**src/rtl/imm_gen_pipe.sv**
```systemverilog
// Pipelined RV32/RV64 immediate generator with a main + skid output buffer.
// Optional per-type handshake counters under IMM_GEN_PIPE_STATS_EN.
module imm_gen_pipe #(
    parameter int XLEN = 32
) (
    input  logic            clk,
    input  logic            rst,
    input  logic            in_valid,
    output logic            in_ready,
    input  logic [31:0]     instruction,
    output logic            out_valid,
    input  logic            out_ready,
    output logic [XLEN-1:0] immediate_value,
    output logic [2:0]      imm_type
`ifdef IMM_GEN_PIPE_STATS_EN
    ,
    input  logic            stat_clr,
    input  logic [2:0]      stat_sel,
    output logic [31:0]     stat_count
`endif
);

    localparam logic [2:0] T_NONE = 3'd0;
    localparam logic [2:0] T_I    = 3'd1;
    localparam logic [2:0] T_S    = 3'd2;
    localparam logic [2:0] T_B    = 3'd3;
    localparam logic [2:0] T_U    = 3'd4;
    localparam logic [2:0] T_J    = 3'd5;
    localparam logic [2:0] T_Z    = 3'd6;

    if (XLEN != 32 && XLEN != 64) begin : g_bad_xlen
        $error("imm_gen_pipe: XLEN must be 32 or 64");
    end

    logic            w_sign;
    logic [XLEN-1:0] w_imm;
    logic [2:0]      w_type;
    logic            w_accept;
    logic            w_drain;

    logic            r_valid;
    logic [XLEN-1:0] r_imm;
    logic [2:0]      r_type;
    logic            r_skid_valid;
    logic [XLEN-1:0] r_skid_imm;
    logic [2:0]      r_skid_type;

    assign w_sign = instruction[31];

    // Fill with the sign first, then overwrite the low field bits.
    always_comb begin
        w_imm  = {XLEN{w_sign}};
        w_type = T_NONE;
        case (instruction[6:0])
            7'b0000011, 7'b0010011, 7'b1100111: begin
                w_type      = T_I;
                w_imm[11:0] = instruction[31:20];
            end
            7'b0011011: begin
                if (XLEN == 64) begin
                    w_type      = T_I;
                    w_imm[11:0] = instruction[31:20];
                end
            end
            7'b0100011: begin
                w_type      = T_S;
                w_imm[11:0] = {instruction[31:25], instruction[11:7]};
            end
            7'b1100011: begin
                w_type      = T_B;
                w_imm[12:0] = {instruction[31], instruction[7],
                               instruction[30:25], instruction[11:8], 1'b0};
            end
            7'b0110111, 7'b0010111: begin
                w_type      = T_U;
                w_imm[31:0] = {instruction[31:12], 12'b0};
            end
            7'b1101111: begin
                w_type      = T_J;
                w_imm[20:0] = {instruction[31], instruction[19:12],
                               instruction[20], instruction[30:21], 1'b0};
            end
            7'b1110011: begin
                if (instruction[14]) begin
                    w_type = T_Z;
                end
            end
            default: ;
        endcase
        if (w_type == T_NONE) begin
            w_imm = '0;
        end else if (w_type == T_Z) begin
            w_imm      = '0;
            w_imm[4:0] = instruction[19:15];
        end
    end

    assign in_ready = !r_skid_valid;
    assign w_accept = in_valid && !r_skid_valid;
    assign w_drain  = !r_valid || out_ready;

    // The skid only fills while the main register is stalled, and drains first.
    always_ff @(posedge clk or posedge rst) begin
        if (rst) begin
            r_valid      <= 1'b0;
            r_imm        <= '0;
            r_type       <= T_NONE;
            r_skid_valid <= 1'b0;
            r_skid_imm   <= '0;
            r_skid_type  <= T_NONE;
        end else if (w_drain) begin
            if (r_skid_valid) begin
                r_valid      <= 1'b1;
                r_imm        <= r_skid_imm;
                r_type       <= r_skid_type;
                r_skid_valid <= 1'b0;
            end else if (w_accept) begin
                r_valid <= 1'b1;
                r_imm   <= w_imm;
                r_type  <= w_type;
            end else begin
                r_valid <= 1'b0;
            end
        end else if (w_accept) begin
            r_skid_valid <= 1'b1;
            r_skid_imm   <= w_imm;
            r_skid_type  <= w_type;
        end
    end

    assign out_valid       = r_valid;
    assign immediate_value = r_imm;
    assign imm_type        = r_type;

`ifdef IMM_GEN_PIPE_STATS_EN
    logic [31:0] r_cnt [7];

    always_ff @(posedge clk or posedge rst) begin
        if (rst) begin
            for (int i = 0; i < 7; i++) r_cnt[i] <= '0;
        end else if (stat_clr) begin
            for (int i = 0; i < 7; i++) r_cnt[i] <= '0;
        end else if (r_valid && out_ready) begin
            for (int i = 0; i < 7; i++) begin
                if (r_type == 3'(i) && r_cnt[i] != 32'hFFFF_FFFF) begin
                    r_cnt[i] <= r_cnt[i] + 32'd1;
                end
            end
        end
    end

    always_comb begin
        stat_count = '0;
        for (int i = 0; i < 7; i++) begin
            if (stat_sel == 3'(i)) stat_count = r_cnt[i];
        end
    end
`endif

endmodule
```
**config.mk**
```make
export PLATFORM = sky130hd
export DESIGN_NAME = imm_gen_pipe
export DESIGN_NICKNAME = d
export VERILOG_FILES = /design/src/rtl/imm_gen_pipe.sv
export SDC_FILE = /design/constraint.sdc
export NUM_CORES = 1
export LEC_CHECK = 0
export CORE_MARGIN = 3
export CORE_UTILIZATION = 50
export DETAILED_ROUTE_END_ITERATION = 12
export PLACE_DENSITY = 0.89
export SLEW_MARGIN = 0
export SYNTH_ARGS = -nofsm -noshare
export SYNTH_HDL_FRONTEND = slang
export SYNTH_SLANG_ARGS = --single-unit
```
**constraint.sdc**
```tcl
create_clock -name clk -period 2.77 [get_ports clk]
set_clock_uncertainty 0.15 [all_clocks]
set_input_delay 0.4155 -clock clk [delete_from_list [all_inputs] [get_ports clk]]
set_output_delay 0.4155 -clock clk [all_outputs]
set_load 0.01 [all_outputs]
```
==> out/metrics.yaml, run 1 <==
status:
  status: "finished, final reports clean"
power_and_ir_drop:
  power_density_mw_per_mm2: 600
  ir_drop_mv: 0.386
  power_leakage_nw: 1.95
global_routing:
  antenna_found_initial: 0
  grt_pass1_vias: 3120
  grt_util_all_layers: 0.252
  grt_pass1_wl_microns: 15300
  grt_max_degree: 62
  grt_overflow: 0
clocking:
  numClockSinks: 72
  ctsHoldBuffers: 0
  cts_tree: "built"
  clk_pin_slew_ns: 0.08
  clk_latency_ns: 0.34
  htreeDepth: 3
  clockBufferDepth: 2
  numCtsBuffers: 9
  ctsRootBufferMaster: "clkbuf_8"
  cts_setup_buffers: 0
  cts_resized: 0
critical_path:
  cp_max_fo: 16
  slowest_delay_ns: 0.67
  reg2reg_depth: 5
  cp.depth: 2
  cp-start-kind: "register"
  arrival_ns: 1.82
  cpLargestDelayFamily: "buffers and inverters"
  crit_required_ns: 2.20
  worstSetupStartpoint: "r_skid_valid"
  end_kind: "output port"
  crit_chain: "inv_1 -> clkdlybuf4s50_1"
  path_buf_inv: 2
  crit_path_top_delay_cell: "dfrtp_1"
  timing.rr.start: "r_skid_valid"
  worstSetupPathType: "reg -> out"
floorplanning:
  die-area_sq_mm: 0.00793
  initial_core_util: 0.528
  boundaryPins: 73
  die_h_microns: 89.0
  row_count: 29
  die_w_microns: 89.0
  coreArea_sq_mm: 0.00653
sta:
  fin_hold_ws_ns: 0.171
  drv_slew: 0
  final.setup.tns_ns: 0
  setup_violations: 0
  period_needed_ns: 2.39
  relSlewSlack: 0.421
  fmax_ghz: 0.419
  finalCritPeriodShare: 0.862
  rsz0062_at_grt: "no"
  tightestPinTransition_ns: 0.866
  finalHoldViolations: 0
drt:
  vias_per_cell: 6.14
  drc_errors: 0
  drt_iter0_drc: 269
  drt-total-wl_microns: 9460
  num_vias: 3155
  drtAntennaViolNets: 0
  drt_first_pass_iters: 5
  wire_per_inst_microns: 18.4
synthesis:
  synth_area_per_cell_sq_um: 9.66
  post-synth-top-count-cell: "dfrtp_1"
  synth_fp_nets: 393
  synth_cell_type_count: 43
  yosysWarnings: 0
  ys_top_cells_by_area: "dfrtp_1 (52%), o21ai_0 (7.3%), a21oi_1 (7.0%)"
  synth_top_area_cell: "dfrtp_1"
  ys_ff_latch: 72
  async_flop_share: 1.00
  syn_area_sq_mm: 0.00345
  synthCells: 357
  yosysTopAreaCellShare: 0.522
  ys_seq_area_frac: 0.522
  synth_ff_type: "dfrtp_1"
  synth_edf_count: 0
  netlist_top_cells_count: "dfrtp_1 (72), o21ai_0 (50), a21oi_1 (48), nor2_1 (39), nand2_1 (38)"
final_layout:
  drive_gt1_frac: 0.128
  fin_nets: 468
  syn2layout_area_growth_pct: 31.2
  antenna_cells: 0
place:
  io_buffers: 72
  dp.final_hpwl_microns: 6680
  place.gp.congestion: 0.975
min_path:
  hp-class: "in -> async"
job:
  drv_cap: 0
worst paths after layout:
kind / end / slack [ns]
hold reg to reg: r_skid_imm[1] / 0.33
setup reg to reg: immediate_value[30] / 0.74
setup / recovery: in_ready / 0.38
hold / removal: immediate_value[16] / 0.17
min in group clk: r_skid_imm[1] / 0.33
max in group asynchronous: r_skid_type[0] / 1.69
area by class of cell:
cell class / instances / area, sq um
Clock buffer: 12 / 145
Tap cell: 77 / 96.3
Clock inverter: 4 / 76.3
Sequential cell: 72 / 1800
Timing Repair Buffer: 88 / 866
Fill cell: 452 / 2010
Multi-Input combinational cell: 257 / 1530
Inverter: 4 / 15.0
registers in the layout (all words and copies together) (netlist names):
signal / cells
r_skid_type: 3
imm_type: 3
r_skid_imm: 32
immediate_value: 32
r_skid_valid: 1
out_valid: 1
metrics by stage:
step	instances	worst slack (ns)	util	area, sq um	power, mW
floorplan	357	0.380	-	3450	1.49
global placement	498	0.191	0.659	4300	1.77
detailed placement	498	0.113	0.659	4300	1.79
CTS	514	0.419	0.693	4530	2.72
global route	514	0.240	0.693	4530	2.82
finish	514	0.383	0.693	4530	2.72
cells by family after synthesis:
kind of cell	Yosys count	share of synthesized area
compound gates	147	0.279
simple gates	108	0.154
flops	72	0.522
buf+inv	28	0.0388
xor+xnor	1	0.00254
mux	1	0.00327
routing by layer:
| layer | routed length [microns] | part of all wire | track usage |
|---|---|---|---|
| met5 | 0 | 0 | 0 |
| met4 | 228 | 0.024 | 0.103 |
| met3 | 631 | 0.067 | 0.0553 |
| met2 | 4680 | 0.49 | 0.401 |
| met1 | 3920 | 0.41 | 0.337 |
where the power goes:
group          leakage [nW]  switching (mW)  total (mW)  internal [mW]
logic                 0.891           0.278       0.566          0.288
registers             0.947          0.0602        1.21           1.15
clock network         0.107           0.408       0.944          0.536
layout by cell type (no fill, tap or decap), drive strengths merged, types with 2 or more instances in the layout:
| cell | instances |
|---|---|
| buf | 16 |
| nor2b | 3 |
| nor2 | 40 |
| nor3 | 11 |
| inv | 5 |
| a211o | 8 |
| o22ai | 12 |
| o21a | 7 |
| clkbuf | 12 |
| a22o | 4 |
| or2 | 2 |
| o21ai | 52 |
| clkdlybuf4s50 | 72 |
| nand2 | 38 |
| nor4 | 3 |
| and3 | 5 |
| bufinv | 2 |
| a21oi | 48 |
| dfrtp | 72 |
| a221o | 8 |
(Power assumes the default switching activity.)
==> run 2, diff against run 1 <==
Settings changed: ABC_AREA set to 1, CORE_MARGIN 3 to not set, PLACE_DENSITY 0.89 to 0.88.
==> out/metrics.yaml, run 2 <==
clocking:
  clk_latency_ns: 0.35  # was 0.34 ns
  ctsRootBufferMaster: "clkbuf_8"  # unchanged
  cts_resized: 0  # unchanged
  clk_pin_slew_ns: 0.08  # about the same
  cts_tree: "built"  # unchanged
  ctsHoldBuffers: 0  # unchanged
  cts_setup_buffers: 0  # unchanged
  numCtsBuffers: 9  # unchanged
  clockBufferDepth: 2  # unchanged
  htreeDepth: 3  # unchanged
  numClockSinks: 72  # unchanged
drt:
  drt_iter0_drc: 234  # was 269
  drtAntennaViolNets: 0  # unchanged
  wire_per_inst_microns: 14.0  # was 18.4 microns
  vias_per_cell: 5.23  # was 6.14
  drt-total-wl_microns: 9420  # was 9460 microns
  drc_errors: 0  # unchanged
  num_vias: 3524  # was 3155
  drt_first_pass_iters: 5  # unchanged
global_routing:
  grt_pass1_vias: 3319  # was 3120
  grt_max_degree: 73  # was 62
  grt_overflow: 0  # unchanged
  grt_util_all_layers: 0.262  # was 0.252
  antenna_found_initial: 0  # unchanged
  grt_pass1_wl_microns: 15400  # was 15300 microns
place:
  place.gp.congestion: 0.871  # was 0.975
  dp.cells: 659  # was 498
  place_ws_ns: 0.136  # was 0.113 ns
  io_buffers: 72  # unchanged
  dp.final_hpwl_microns: 6500  # was 6680 microns
sta:
  finalHoldViolations: 0  # unchanged
  relSlewSlack: 0.599  # was 0.421
  final.setup.tns_ns: 0  # unchanged
  setup_violations: 0  # unchanged
  tightestPinTransition_ns: 0.601  # was 0.866 ns
  fmax_ghz: 0.432  # was 0.419 GHz
  fin_ws_ns: 0.455  # was 0.383 ns
  rsz0062_at_grt: "no"  # unchanged
  period_needed_ns: 2.31  # was 2.39 ns
  finalCritPeriodShare: 0.836  # was 0.862
  drv_slew: 0  # unchanged
  fin_hold_ws_ns: 0.292  # was 0.171 ns
synthesis:
  synth_area_per_cell_sq_um: 7.41  # was 9.66 sq um
  post-synth-top-count-cell: "nand2_1"  # was dfrtp_1
  ys_top_cells_by_area: "dfrtp_1 (48%), nand2_1 (17%), o21ai_0 (6.2%)"  # was dfrtp_1 (52%), o21ai_0 (7.3%), a21oi_1 (7.0%)
  synth_edf_count: 0  # unchanged
  synth_ff_type: "dfrtp_1"  # unchanged
  ys_seq_area_frac: 0.484  # was 0.522
  async_flop_share: 1.00  # unchanged
  synth_fp_nets: 538  # was 393
  synth_top_area_cell: "dfrtp_1"  # unchanged
  synthCells: 502  # was 357
  ys_ff_latch: 72  # unchanged
  yosysWarnings: 0  # unchanged
  syn_area_sq_mm: 0.00372  # was 0.00345 sq mm
  netlist_top_cells_count: "nand2_1 (166), dfrtp_1 (72), inv_1 (52), o21ai_0 (46), a21oi_1 (45)"  # was dfrtp_1 (72), o21ai_0 (50), a21oi_1 (48), nor2_1 (39), nand2_1 (38)
  yosysTopAreaCellShare: 0.484  # was 0.522
  synth_cell_type_count: 23  # was 43
critical_path:
  arrival_ns: 2.39  # was 1.82 ns
  r2r_end: "immediate_value[20]"  # was immediate_value[30]
  cpLargestDelayFamily: "compound AO/OA/AOI/OAI gates"  # was buffers and inverters
  crit_chain: "clkdlybuf4s50_1 -> nor2_1 -> nand2_4 -> inv_2 -> o21ai_2 -> nor2_1 -> o21ai_0 -> nand2_1"  # was inv_1 -> clkdlybuf4s50_1
  worstSetupPathType: "in -> reg"  # was reg -> out
  cp_max_fo: 11  # was 16
  cp-start-kind: "input port"  # was register
  end_kind: "register"  # was output port
  crit_required_ns: 2.84  # was 2.20 ns
  crit_path_top_delay_cell: "clkdlybuf4s50_1"  # was dfrtp_1
  timing.rr.start: "out_valid"  # was r_skid_valid
  path_buf_inv: 2  # unchanged
  crit_top_cell: "nor2_1"
  reg2reg_depth: 8  # was 5
  slowest_delay_ns: 0.57  # was 0.67 ns
  rrSetupSlack_ns: 0.98  # was 0.74 ns
final_layout:
  drive_gt1_frac: 0.0904  # was 0.128
  antenna_cells: 0  # unchanged
  syn2layout_area_growth_pct: 27.5  # was 31.2%
  fin_nets: 607  # was 468
  final_cells: 674  # was 514
  final_cell_mix: "nand2_1 (166), dfrtp_1 (72), clkdlybuf4s50_1 (72), inv_1 (51), o21ai_0 (46)"  # was dfrtp_1 (72), clkdlybuf4s50_1 (72), o21ai_0 (50), a21oi_1 (48)
  final_common_cell: "nand2_1"
power_and_ir_drop:
  finalPower_mw: 2.63  # was 2.72 mW
  power_leakage_nw: 2.39  # was 1.95 nW
  ir_drop_mv: 0.330  # was 0.386 mV
  power_density_mw_per_mm2: 553  # was 600 mW/mm^2
floorplanning:
  die_w_microns: 88.3  # was 89.0 microns
  die_h_microns: 88.3  # was 89.0 microns
  coreArea_sq_mm: 0.00721  # was 0.00653 sq mm
  boundaryPins: 73  # unchanged
  row_count: 31  # was 29
  die-area_sq_mm: 0.00779  # was 0.00793 sq mm
  initial_core_util: 0.516  # was 0.528
status:
  status: "finished, final reports clean"  # unchanged
min_path:
  hp-class: "in -> async"  # unchanged
job:
  drv_cap: 0  # unchanged
==> run 2: cell types whose count changed in the layout (fill, tap and decap cells not counted), sizes merged, moves of 10 or more <==
cell   delta
buf      -10
inv      +54
nand2   +135
nor3     -11
o21ai    +14
o22ai    -12
==> run 2: cell type report <==
cell class / count / area, sq um
clock inverters: 5 / 56.3
inverters: 59 / 221
multi-input cells: 351 / 1610
fillers: 635 / 2470
repair buffers: 78 / 791
well taps: 99 / 124
clock buffers: 10 / 138
flip-flops and latches: 72 / 1800
==> run 2: cells by family (layout without fill, tap and decap cells) <==
group | count (synthesis) | in the layout | share of synthesized area
flip-flops | 72 | 72 | 0.484
AND/OR/NAND/NOR | 232 | 232 | 0.263
buffers and inverters | 79 | 152 | 0.0820
AO/OA/AOI/OAI | 119 | 119 | 0.171
==> run 2: how the worst max path moves through the flow <==
stage / from / endpoint / slack (ns) / cells after the start
2_1_floorplan: rst / imm_type[0] / 0.38 / 1
3_3_place_gp: instruction[6] / immediate_value[20] / 0.20 / 8
3_5_place_dp: instruction[6] / immediate_value[20] / 0.14 / 8
4_1_cts: instruction[6] / immediate_value[20] / 0.49 / 8
5_1_grt: instruction[6] / immediate_value[20] / 0.33 / 8
6_report: instruction[6] / immediate_value[20] / 0.46 / 8
==> run 2: power by group <==
group	internal, mW	switching, mW	leakage (nW)
Sequential	1.15	0.0538	0.966
Combinational	0.272	0.298	1.33
Clock	0.436	0.413	0.0985
==> run 2: per-layer routing <==
metal	track usage	vias to the layer above	wire length, microns
li1	-	1710	-
met1	0.352	1650	4150
met2	0.422	132	4430
met3	0.0326	32	522
met4	0.129	0	311
met5	0	-	0
==> run 2: through the flow <==
step / utilization / instance area [sq um]
2_1_floorplan: - / 3720
3_3_place_gp: 0.631 / 4550
3_5_place_dp: 0.631 / 4550
4_1_cts: 0.658 / 4750
5_1_grt: 0.658 / 4750
6_report: 0.658 / 4750
==> run 2: worst min-delay path: stages <==
cell and delay [ns]:
clkdlybuf4s50_1 0.41, inv_2 0.07, buf_12 0.31
